==> config.mk <==
export PLATFORM = sky130hd
export DESIGN_NAME = rtt_probe_gen
export DESIGN_NICKNAME = d
export VERILOG_FILES = /design/src/rtl/rtt_probe_gen_pkg.sv /design/src/rtl/rtt_probe_gen_fifo.sv /design/src/rtl/rtt_probe_gen.sv
export SDC_FILE = /design/constraint.sdc
export NUM_CORES = 1
export LEC_CHECK = 0
export CAP_MARGIN = 20
export CORE_MARGIN = 2
export CORE_UTILIZATION = 56
export DETAILED_ROUTE_END_ITERATION = 10
export MAX_ROUTING_LAYER = met4
export PLACE_DENSITY = 0.76
export REMOVE_ABC_BUFFERS = 1
export SYNTH_ARGS = -nofsm -noshare
export SYNTH_HDL_FRONTEND = slang
export SYNTH_SLANG_ARGS = --single-unit
export TNS_END_PERCENT = 20
==> constraint.sdc <==
create_clock -name clk -period 4.4 [get_ports clk]
set_input_delay 1.32 -clock clk [delete_from_list [all_inputs] [get_ports clk]]
set_output_delay 1.32 -clock clk [all_outputs]
set_load 0.02 [all_outputs]
==> src/rtl/rtt_probe_gen_pkg.sv <==
// Shared definitions for the RTT probe generator: IO-queue header field
// positions, control-word constants and arbiter state encodings.
package rtt_probe_gen_pkg;

    localparam int IOQ_BYTE_LEN_POS = 0;
    localparam int IOQ_SRC_PORT_POS = 16;
    localparam int IOQ_WORD_LEN_POS = 32;
    localparam int IOQ_DST_PORT_POS = 48;

    localparam logic [7:0] IO_QUEUE_STAGE_NUM = 8'hFF;
    localparam logic [7:0] LAST_WORD_CTRL     = 8'h80;

    typedef enum logic [2:0] {
        ST_IDLE   = 3'd0,
        ST_PASS   = 3'd1,
        ST_P_HDR  = 3'd2,
        ST_P_DATA = 3'd3,
        ST_P_LAST = 3'd4
    } arb_state_e;

    function automatic logic [63:0] probe_header(input logic [15:0] dst_port,
                                                 input logic [15:0] word_len,
                                                 input logic [15:0] src_port,
                                                 input logic [15:0] byte_len);
        logic [63:0] hdr;
        hdr = '0;
        hdr[IOQ_DST_PORT_POS +: 16] = dst_port;
        hdr[IOQ_WORD_LEN_POS +: 16] = word_len;
        hdr[IOQ_SRC_PORT_POS +: 16] = src_port;
        hdr[IOQ_BYTE_LEN_POS +: 16] = byte_len;
        return hdr;
    endfunction

endpackage

==> src/rtl/rtt_probe_gen_fifo.sv <==
// Small fall-through FIFO used as the pass-through input buffer; the head
// word is visible on dout_o whenever empty_o is low.
module fallthrough_small_fifo #(
    parameter int WIDTH          = 72,
    parameter int MAX_DEPTH_BITS = 2
) (
    input  logic             clk,
    input  logic             reset,
    input  logic [WIDTH-1:0] din_i,
    input  logic             wr_en_i,
    input  logic             rd_en_i,
    output logic [WIDTH-1:0] dout_o,
    output logic             full_o,
    output logic             nearly_full_o,
    output logic             empty_o
);

    localparam int DEPTH = 1 << MAX_DEPTH_BITS;
    localparam logic [MAX_DEPTH_BITS:0] CNT_FULL  = (MAX_DEPTH_BITS+1)'(DEPTH);
    localparam logic [MAX_DEPTH_BITS:0] CNT_NFULL = (MAX_DEPTH_BITS+1)'(DEPTH - 1);

    logic [WIDTH-1:0]          mem_q [DEPTH];
    logic [MAX_DEPTH_BITS-1:0] wr_ptr_q, rd_ptr_q;
    logic [MAX_DEPTH_BITS:0]   count_q, count_d;
    logic                      do_wr, do_rd;

    assign do_wr = wr_en_i && !full_o;
    assign do_rd = rd_en_i && !empty_o;

    always_comb begin
        count_d = count_q;
        if (do_wr && !do_rd) begin
            count_d = count_q + 1'b1;
        end else if (do_rd && !do_wr) begin
            count_d = count_q - 1'b1;
        end
    end

    always_ff @(posedge clk or negedge reset) begin
        if (!reset) begin
            wr_ptr_q <= '0;
            rd_ptr_q <= '0;
            count_q  <= '0;
        end else begin
            if (do_wr) wr_ptr_q <= wr_ptr_q + 1'b1;
            if (do_rd) rd_ptr_q <= rd_ptr_q + 1'b1;
            count_q <= count_d;
        end
    end

    always_ff @(posedge clk) begin
        if (do_wr) mem_q[wr_ptr_q] <= din_i;
    end

    assign dout_o        = mem_q[rd_ptr_q];
    assign full_o        = (count_q == CNT_FULL);
    assign nearly_full_o = (count_q >= CNT_NFULL);
    assign empty_o       = (count_q == '0);

endmodule

==> src/rtl/rtt_probe_gen.sv <==
// Periodic RTT probe injector merged with pass-through traffic at packet
// boundaries. Define RTT_PROBE_GEN_MISS_CNT_EN to build the missed-probe counter.
//
// state  | meaning
// IDLE   | between packets; probe request wins over queued traffic
// PASS   | forwarding a user packet until its end-of-packet word
// P_HDR  | emitting the probe module header, latching seq and timestamp
// P_DATA | emitting probe body words (index 1 carries seq/timestamp)
// P_LAST | emitting the final probe word, pulsing probe_sent
module rtt_probe_gen
    import rtt_probe_gen_pkg::*;
#(
    parameter int          DATA_WIDTH     = 64,
    parameter int          CTRL_WIDTH     = DATA_WIDTH/8,
    parameter int          PROBE_WORDS    = 8,
    parameter logic [15:0] PROBE_SRC_PORT = 16'h0000
) (
    input  logic                  clk,
    input  logic                  reset,
    input  logic [DATA_WIDTH-1:0] in_data,
    input  logic [CTRL_WIDTH-1:0] in_ctrl,
    input  logic                  in_wr,
    output logic                  in_rdy,
    output logic [DATA_WIDTH-1:0] out_data,
    output logic [CTRL_WIDTH-1:0] out_ctrl,
    output logic                  out_wr,
    input  logic                  out_rdy,
    input  logic                  probe_en,
    input  logic [31:0]           probe_interval,
    input  logic [15:0]           probe_dst_port,
    input  logic [31:0]           time_now,
    output logic                  probe_sent,
    output logic [15:0]           probe_missed
);

    localparam int               IDX_W    = $clog2(PROBE_WORDS);
    localparam logic [IDX_W-1:0] LAST_IDX = IDX_W'(PROBE_WORDS - 2);

    arb_state_e                  state_q;
    logic [IDX_W-1:0]            idx_q;
    logic                        in_body_q;
    logic [31:0]                 seq_lat_q, ts_q;
    logic [DATA_WIDTH-1:0]       out_data_q;
    logic [CTRL_WIDTH-1:0]       out_ctrl_q;
    logic                        out_wr_q, probe_sent_q;

    logic [31:0]                 icnt_q, icnt_d;
    logic [31:0]                 seq_q, seq_d;
    logic                        pending_q, pending_d;
    logic                        expire, hdr_go, last_go;

    logic [CTRL_WIDTH+DATA_WIDTH-1:0] fifo_dout;
    logic [DATA_WIDTH-1:0]       head_data;
    logic [CTRL_WIDTH-1:0]       head_ctrl;
    logic                        fifo_full, fifo_nearly_full, fifo_empty, fifo_rd;
    logic [DATA_WIDTH-1:0]       hdr_word;

    fallthrough_small_fifo #(
        .WIDTH          (CTRL_WIDTH + DATA_WIDTH),
        .MAX_DEPTH_BITS (2)
    ) u_in_fifo (
        .clk           (clk),
        .reset         (reset),
        .din_i         ({in_ctrl, in_data}),
        .wr_en_i       (in_wr),
        .rd_en_i       (fifo_rd),
        .dout_o        (fifo_dout),
        .full_o        (fifo_full),
        .nearly_full_o (fifo_nearly_full),
        .empty_o       (fifo_empty)
    );

    assign in_rdy    = !fifo_nearly_full && !fifo_full;
    assign head_data = fifo_dout[DATA_WIDTH-1:0];
    assign head_ctrl = fifo_dout[DATA_WIDTH +: CTRL_WIDTH];
    assign hdr_word  = DATA_WIDTH'(probe_header(probe_dst_port, 16'(PROBE_WORDS),
                                                PROBE_SRC_PORT, 16'(PROBE_WORDS*8)));

    assign hdr_go  = (state_q == ST_P_HDR)  && out_rdy;
    assign last_go = (state_q == ST_P_LAST) && out_rdy;

    always_comb begin
        fifo_rd = 1'b0;
        case (state_q)
            ST_IDLE: fifo_rd = !pending_q && !fifo_empty && out_rdy;
            ST_PASS: fifo_rd = !fifo_empty && out_rdy;
            default: fifo_rd = 1'b0;
        endcase
    end

    // An expiry in the same cycle as the header clears the old request but
    // must still leave a fresh one behind.
    always_comb begin
        expire = 1'b0;
        icnt_d = icnt_q;
        if (!probe_en || (probe_interval == 32'd0)) begin
            icnt_d = '0;
        end else if (icnt_q == (probe_interval - 32'd1)) begin
            icnt_d = '0;
            expire = 1'b1;
        end else begin
            icnt_d = icnt_q + 32'd1;
        end

        pending_d = pending_q;
        if (hdr_go) pending_d = 1'b0;
        if (expire) pending_d = 1'b1;

        seq_d = last_go ? (seq_q + 32'd1) : seq_q;
    end

    always_ff @(posedge clk or negedge reset) begin
        if (!reset) begin
            icnt_q    <= '0;
            pending_q <= 1'b0;
            seq_q     <= '0;
        end else begin
            icnt_q    <= icnt_d;
            pending_q <= pending_d;
            seq_q     <= seq_d;
        end
    end

`ifdef RTT_PROBE_GEN_MISS_CNT_EN
    logic [15:0] missed_q, missed_d;

    always_comb begin
        missed_d = missed_q;
        if (expire && pending_q && !hdr_go && (missed_q != 16'hFFFF)) begin
            missed_d = missed_q + 16'd1;
        end
    end

    always_ff @(posedge clk or negedge reset) begin
        if (!reset) begin
            missed_q <= '0;
        end else begin
            missed_q <= missed_d;
        end
    end

    assign probe_missed = missed_q;
`else
    assign probe_missed = 16'h0000;
`endif

    always_ff @(posedge clk or negedge reset) begin
        if (!reset) begin
            state_q      <= ST_IDLE;
            idx_q        <= '0;
            in_body_q    <= 1'b0;
            seq_lat_q    <= '0;
            ts_q         <= '0;
            out_data_q   <= '0;
            out_ctrl_q   <= '0;
            out_wr_q     <= 1'b0;
            probe_sent_q <= 1'b0;
        end else begin
            out_wr_q     <= 1'b0;
            probe_sent_q <= 1'b0;
            case (state_q)
                ST_IDLE: begin
                    if (pending_q && out_rdy) begin
                        state_q <= ST_P_HDR;
                    end else if (fifo_rd) begin
                        out_data_q <= head_data;
                        out_ctrl_q <= head_ctrl;
                        out_wr_q   <= 1'b1;
                        in_body_q  <= (head_ctrl == '0);
                        state_q    <= ST_PASS;
                    end
                end
                ST_PASS: begin
                    if (fifo_rd) begin
                        out_data_q <= head_data;
                        out_ctrl_q <= head_ctrl;
                        out_wr_q   <= 1'b1;
                        if (head_ctrl == '0) begin
                            in_body_q <= 1'b1;
                        end else if (in_body_q) begin
                            state_q <= ST_IDLE;
                        end
                    end
                end
                ST_P_HDR: begin
                    if (out_rdy) begin
                        out_data_q <= hdr_word;
                        out_ctrl_q <= CTRL_WIDTH'(IO_QUEUE_STAGE_NUM);
                        out_wr_q   <= 1'b1;
                        seq_lat_q  <= seq_q;
                        ts_q       <= time_now;
                        idx_q      <= '0;
                        state_q    <= ST_P_DATA;
                    end
                end
                ST_P_DATA: begin
                    if (out_rdy) begin
                        out_data_q <= (idx_q == IDX_W'(1)) ? DATA_WIDTH'({seq_lat_q, ts_q}) : '0;
                        out_ctrl_q <= '0;
                        out_wr_q   <= 1'b1;
                        if (idx_q == LAST_IDX) begin
                            state_q <= ST_P_LAST;
                        end else begin
                            idx_q <= idx_q + 1'b1;
                        end
                    end
                end
                ST_P_LAST: begin
                    if (out_rdy) begin
                        out_data_q   <= '0;
                        out_ctrl_q   <= CTRL_WIDTH'(LAST_WORD_CTRL);
                        out_wr_q     <= 1'b1;
                        probe_sent_q <= 1'b1;
                        state_q      <= ST_IDLE;
                    end
                end
                default: state_q <= ST_IDLE;
            endcase
        end
    end

    assign out_data   = out_data_q;
    assign out_ctrl   = out_ctrl_q;
    assign out_wr     = out_wr_q;
    assign probe_sent = probe_sent_q;

endmodule

# Word-level counts from Yosys, hierarchy flattened

Memory sizes are Yosys's and may differ from the RTL's.
Cells that the tools add are included.

RAM bits: 288
Output and inout bits: 91
Memories: 1
Register bits: 217
Input bits: 157

Add/subtract/negate cells: 8
Multiplexer cells: 47
Equality and inequality tests: 20
$lt $le $gt $ge: 1
Reductions and logical operators: 34

Memory list:

| name            | depth | width | rd ports | clocked after memory_dff | write ports | line                     | source |
|---|---|---|---|---|---|---|---|
| u_in_fifo.mem_q | 4     | 72    | 1        | 0                        | 1           | rtt_probe_gen_fifo.sv:22 | `logic [WIDTH-1:0] mem_q [DEPTH];` |

Operators by type and width:

| operator                                            | number |
|---|---|
| two-way mux 64 bit                                  | 6 |
| one-hot mux 64 bit (5 select lines)                 | 1 |
| adder 32 x 1 -> 32 bit (second input constant)      | 2 |
| two-way mux 32 bit                                  | 2 |
| two-way mux 8 bit                                   | 5 |
| one-hot mux 8 bit (5 select lines)                  | 1 |
| two-way mux 3 bit                                   | 13 |
| == test 32 bit                                      | 1 |
| logical NOT 32 bit                                  | 1 |
| subtractor 32 x 1 -> 32 bit (second input constant) | 1 |
| != test 2 bit (second input constant)               | 9 |
| one-hot mux 3 bit (5 select lines)                  | 1 |
| two-way mux 1 bit                                   | 14 |
| logical AND 1 bit                                   | 11 |
| AND reduction 5 bit                                 | 2 |
| == test 3 bit (second input constant)               | 3 |
| logical NOT 8 bit                                   | 1 |
| AND reduction 8 bit                                 | 1 |
| nonzero test 2 bit                                  | 4 |
| logical NOT 1 bit                                   | 7 |
| adder 3 x 1 -> 3 bit (second input constant)        | 2 |
| == test 3 x 1 -> 1 bit (second input constant)      | 2 |
| == test 3 x 2 -> 1 bit (second input constant)      | 2 |
| logical NOT 3 bit                                   | 2 |
| other kinds (13)                                    | 16 |

# Longest topological paths before layout

Word-level depth: 9
Mapped depth: 11
Depth with buffers taken out: 10

# Cells and area by module

A second synthesis with hierarchy kept.

Cells, all modules: 1,426
Area, all modules: 21,505.6 µm²

Modules (own cells, without submodules):

| module                 | cells an instance | times used | sequential area each (µm²) | area an instance (µm²) |
|---|---|---|---|---|
| fallthrough_small_fifo | 413               | 1          | 8,823.5                    | 10,822.9 |
| rtt_probe_gen          | 1,013             | 1          | 5,255.0                    | 10,682.7 |

# Worst setup path after synthesis

No wires, ideal clock.

Kind: input-to-reg
From: in probe_interval[16]
To: reg icnt_q[10]
Cell stages on the path: 9
Setup slack: 409 ps
Library setup time: 136 ps
Data required time: 4,264 ps
Buffers on the path: 2
Arrival: 3,855 ps
Path through: or4_1 -> buf_2 -> or4_4 -> nor4_1 -> o32ai_1 -> or4_4 -> nor4_4 -> buf_6 -> nor3_1

Word-level cells in the longest chain between the ends: 4
Elaborated cells on any way between the ends: 6

RTL lines:

| item                        | line                 | source |
|---|---|---|
| start: declaration          | rtt_probe_gen.sv:29  | `input logic [31:0] probe_interval,` |
| subtractor 32 x 1 -> 32 bit | rtt_probe_gen.sv:98  | `end else if (icnt_q == (probe_interval - 32'd1)) begin` |
| == test 32 bit              | rtt_probe_gen.sv:98  |  |
| two-way mux 32 bit          | rtt_probe_gen.sv:98  |  |
| two-way mux 32 bit *        | rtt_probe_gen.sv:96  | `if (!probe_en \|\| (probe_interval == 32'd0)) begin` |
| net icnt_d[10]              | rtt_probe_gen.sv:47  | `logic [31:0] icnt_q, icnt_d;` |
| end signal: assignment      | rtt_probe_gen.sv:118 | `icnt_q <= icnt_d;` |
| end: declaration            | rtt_probe_gen.sv:47  |  |

Mark *: on every way through the listed nets, which the timed path passes. The rest lies on a longest branch.
A chain may end at the register's enable or synchronous reset.

# Worst setup path in the final report

From: in probe_interval[16]
To: reg icnt_q[12]

The elaborated chain is that of the path after synthesis.

==> run summary <==
hold crit path type: reg -> reg
total power: 15.61 mW
met2 WL: 25,540 µm
Core Footprint: 37,400 µm²
CP Capture Type: flip-flop
register area: 14,090 µm²
Pwr per Cell Area: 598.3 nW/µm²
Chip Height: 198.3 µm
Max-Cap Viols: 0
Synth Area in XOR/XNOR: 0.04351
P_int: 10.79 mW
worst-path fanout max: 32
mux share of post-synthesis cell area: 0.1133
CTS tree: yes
Seq pwr share: 0.437
Mapped Area: 21,140 µm²
dominant cells by area after synthesis: edfxtp_1 (41%), dfrtp_1 (26%), mux4_2 (7.7%)
number of port buffers: 231
Least-Margin Pin Slew: 0.8574 ns
first-pass GRT wire length: 78,630 µm
DR vias: 13,260
hold buffers post-CTS: 0
Avg Vias per Cell: 5.872
Clock Skews: 0.02226 ns
initial core utilization: 0.5651
CTS Root Cell: clkbuf_16
routability cong.: 0.9303
CTS clk-pin slew, worst paths: 0.06 ns
Primary FF master, synth: edfxtp_1
Max Slew Vio Count: 0
Clock Sinks: 505
FP Rows: 71
Post-Synth Adder-Cell Area: 0.007459
Final period util: 0.9254
top sig layer: met4
WS Path Type: in -> reg
drt wl/cell: 22.61 µm
Fmax achieved: 245.6 MHz
fill cell count: 2,476
DP Wirelength: 33,330 µm
Met3 Wirelength: 3738 µm
drt pass-1 iters: 5
RSZ-0062 raised after global routing: no
# setup viols final: 0
share of cells above drive strength 1: 0.1865
met1 WL: 20,670 µm
sw power: 4.819 mW
CP arrival: 4.52 ns
final worst slack: 0.3281 ns
vias in the first global route: 13,720
initial DRC count: 991
DP Worst Slack: -0.2291 ns
Die W: 198.3 µm
Layout Area Growth over Synthesis: 23.43%
fin crit period: 4.072 ns
Nets: 1,871
post-synthesis compound-gate area fraction: 0.05553
largest net degree at the start of global routing: 93
H-tree Lvls: 2
Post-Synth Simple-Gate Area: 0.08963
Combinational Power Share: 0.296
ANT nets after route: 0
worst hold slack: 0.4812 ns
post-CTS sizing: 0
Worst EP required: 4.84 ns
cell taking the most area after synthesis: edfxtp_1
worst IR drop on VDD: 0.5131 mV
die area: 39,310 µm²
initial antenna violation count: 3
area of the multi-input gates: 6656 µm²
Leakage: 9.685 nW
Distinct cells, synth: 71
cts bufs inserted: 49
Synth warnings: 0
largest family of logic cells by synthesized area: multiplexers
DRC viols: 0
register area share after synthesis: 0.6661
number of synthesized flops with an enable pin: 288
Post-synth ARST share: 0.4297
sw frac: 0.3088
post-CTS setup buffer count: 0
Yosys top cell area share: 0.4092
Clock Power Share: 0.267
Mapped Avg Cell Area: 14.90 µm²
Max-slew headroom: 0.4231
CTS max path bufs: 3
CP Launch Type: primary input
status: complete, no violations
Worst-Skew Late Latency: 0.57 ns
I/O pin count: 248
final WL: 51,060 µm
Synth Register Bits: 505
Final Hold Fails: 0
post-synthesis instance total: 1,418
Congestion Overflow GR: 0
GRT Resource Usage Total: 0.2744
state kept, by name (all words and copies together) (netlist names), 2 cells and up:
signal              cells
icnt_q                 32
idx_q                   3
out_ctrl                8
out_data               64
seq_lat_q              32
seq_q                  32
state_q                 3
ts_q                   32
u_in_fifo.count_q       3
u_in_fifo.mem_q       288
u_in_fifo.rd_ptr_q      2
u_in_fifo.wr_ptr_q      2
worst max-delay path, stage by stage:
cell	delay [ns]
clkdlybuf4s50_1	0.43
or4_1	0.65
or4_4	0.56
nor4_1	0.35
o32ai_1	0.14
or4_4	0.46
nor4_4	0.28
buf_12	0.23
nor3_1	0.09
through the flow:
stage            util  std cells  area [µm²]  TNS [ns]
3_5_place_dp   0.6542       2162       24470    -6.985
6_report       0.6975       2258       26090         0
5_1_grt        0.6975       2257       26090         0
3_3_place_gp   0.6542       2162       24470    -7.470
4_1_cts        0.6973       2254       26080         0
2_1_floorplan       -       1342       20750   -232.39
area by class of cell:
class	count	share of cell area
Clock buffer	80	0.05731
Timing Repair Buffer	309	0.1156
Clock inverter	12	0.004460
Multi-Input combinational cell	819	0.2552
Sequential cell	505	0.5400
Tap cell	511	0.02451
Inverter	18	0.002638
Antenna cell	4	0.0003837
final timing paths:
path	start	end	slack (ns)	depth (start not counted)
max	probe_interval[16]	icnt_q[12]	0.33	9
min	out_ctrl[0]	out_ctrl[0]	0.48	2
max reg2reg	u_in_fifo.rd_ptr_q[1]	state_q[1]	1.44	7
min reg2reg	out_ctrl[0]	out_ctrl[0]	0.48	2
max in group asynchronous	reset	u_in_fifo.rd_ptr_q[1]	2.68	2
min in group asynchronous	reset	out_data[36]	0.76	1
Yosys cell counts, drive strengths merged (5+ instances only):
library cell,instances
a31oi,5
and3,16
o21ai,23
nor2b,5
nor4,12
a221oi,46
ha,11
xnor2,69
or4,10
buf,29
inv,18
mux2,66
and2,6
or2,5
nand3,37
dfrtp,217
nand2,47
a222oi,16
mux4,72
xor2,36
nor2,153
clkbuf,62
edfxtp,288
a21oi,43
nand4,20
nor3,46
or3,8
power by group through the flow:
stage | Combinational (mW) | Clock (mW) | Sequential (mW)
final | 4.62 | 4.16 | 6.83
after global routing | 4.97 | 4.41 | 6.94
after CTS | 4.67 | 4.23 | 6.84
after detailed placement | 4.63 | 0 | 6.91
after global placement | 4.54 | 0 | 6.84
after floorplan | 2.32 | 0 | 7.28
routing by layer:
metal,track usage,up-vias
met5,-,-
met4,0.07519,0
met3,0.05962,75
met2,0.4450,441
met1,0.3541,6777
li1,-,5967
layout by cell type (no fill, tap or decap), types with 42 or more instances in the layout:
cell type,instances
buf_4,69
edfxtp_1,288
clkbuf_16,51
a221oi_1,46
dfrtp_1,215
a21oi_1,42
clkdlybuf4s50_1,230
nor2_1,151
mux4_2,72
mux2_2,66
xnor2_1,69
nor3_1,42
nand2_1,47
kinds of logic (layout without fill, tap and decap cells):
kind of cell / after synthesis / in the layout
AOI/OAI and AO/OA: 162 / 162
xor gates and xnor gates: 105 / 105
adders and majority gates: 12 / 12
buffers and inverters: 109 / 419
DFF: 505 / 505
muxes: 141 / 141
other: 1 / 20
and+or+nand+nor: 383 / 383
No activity file was read; power rests on OpenSTA's default activity.
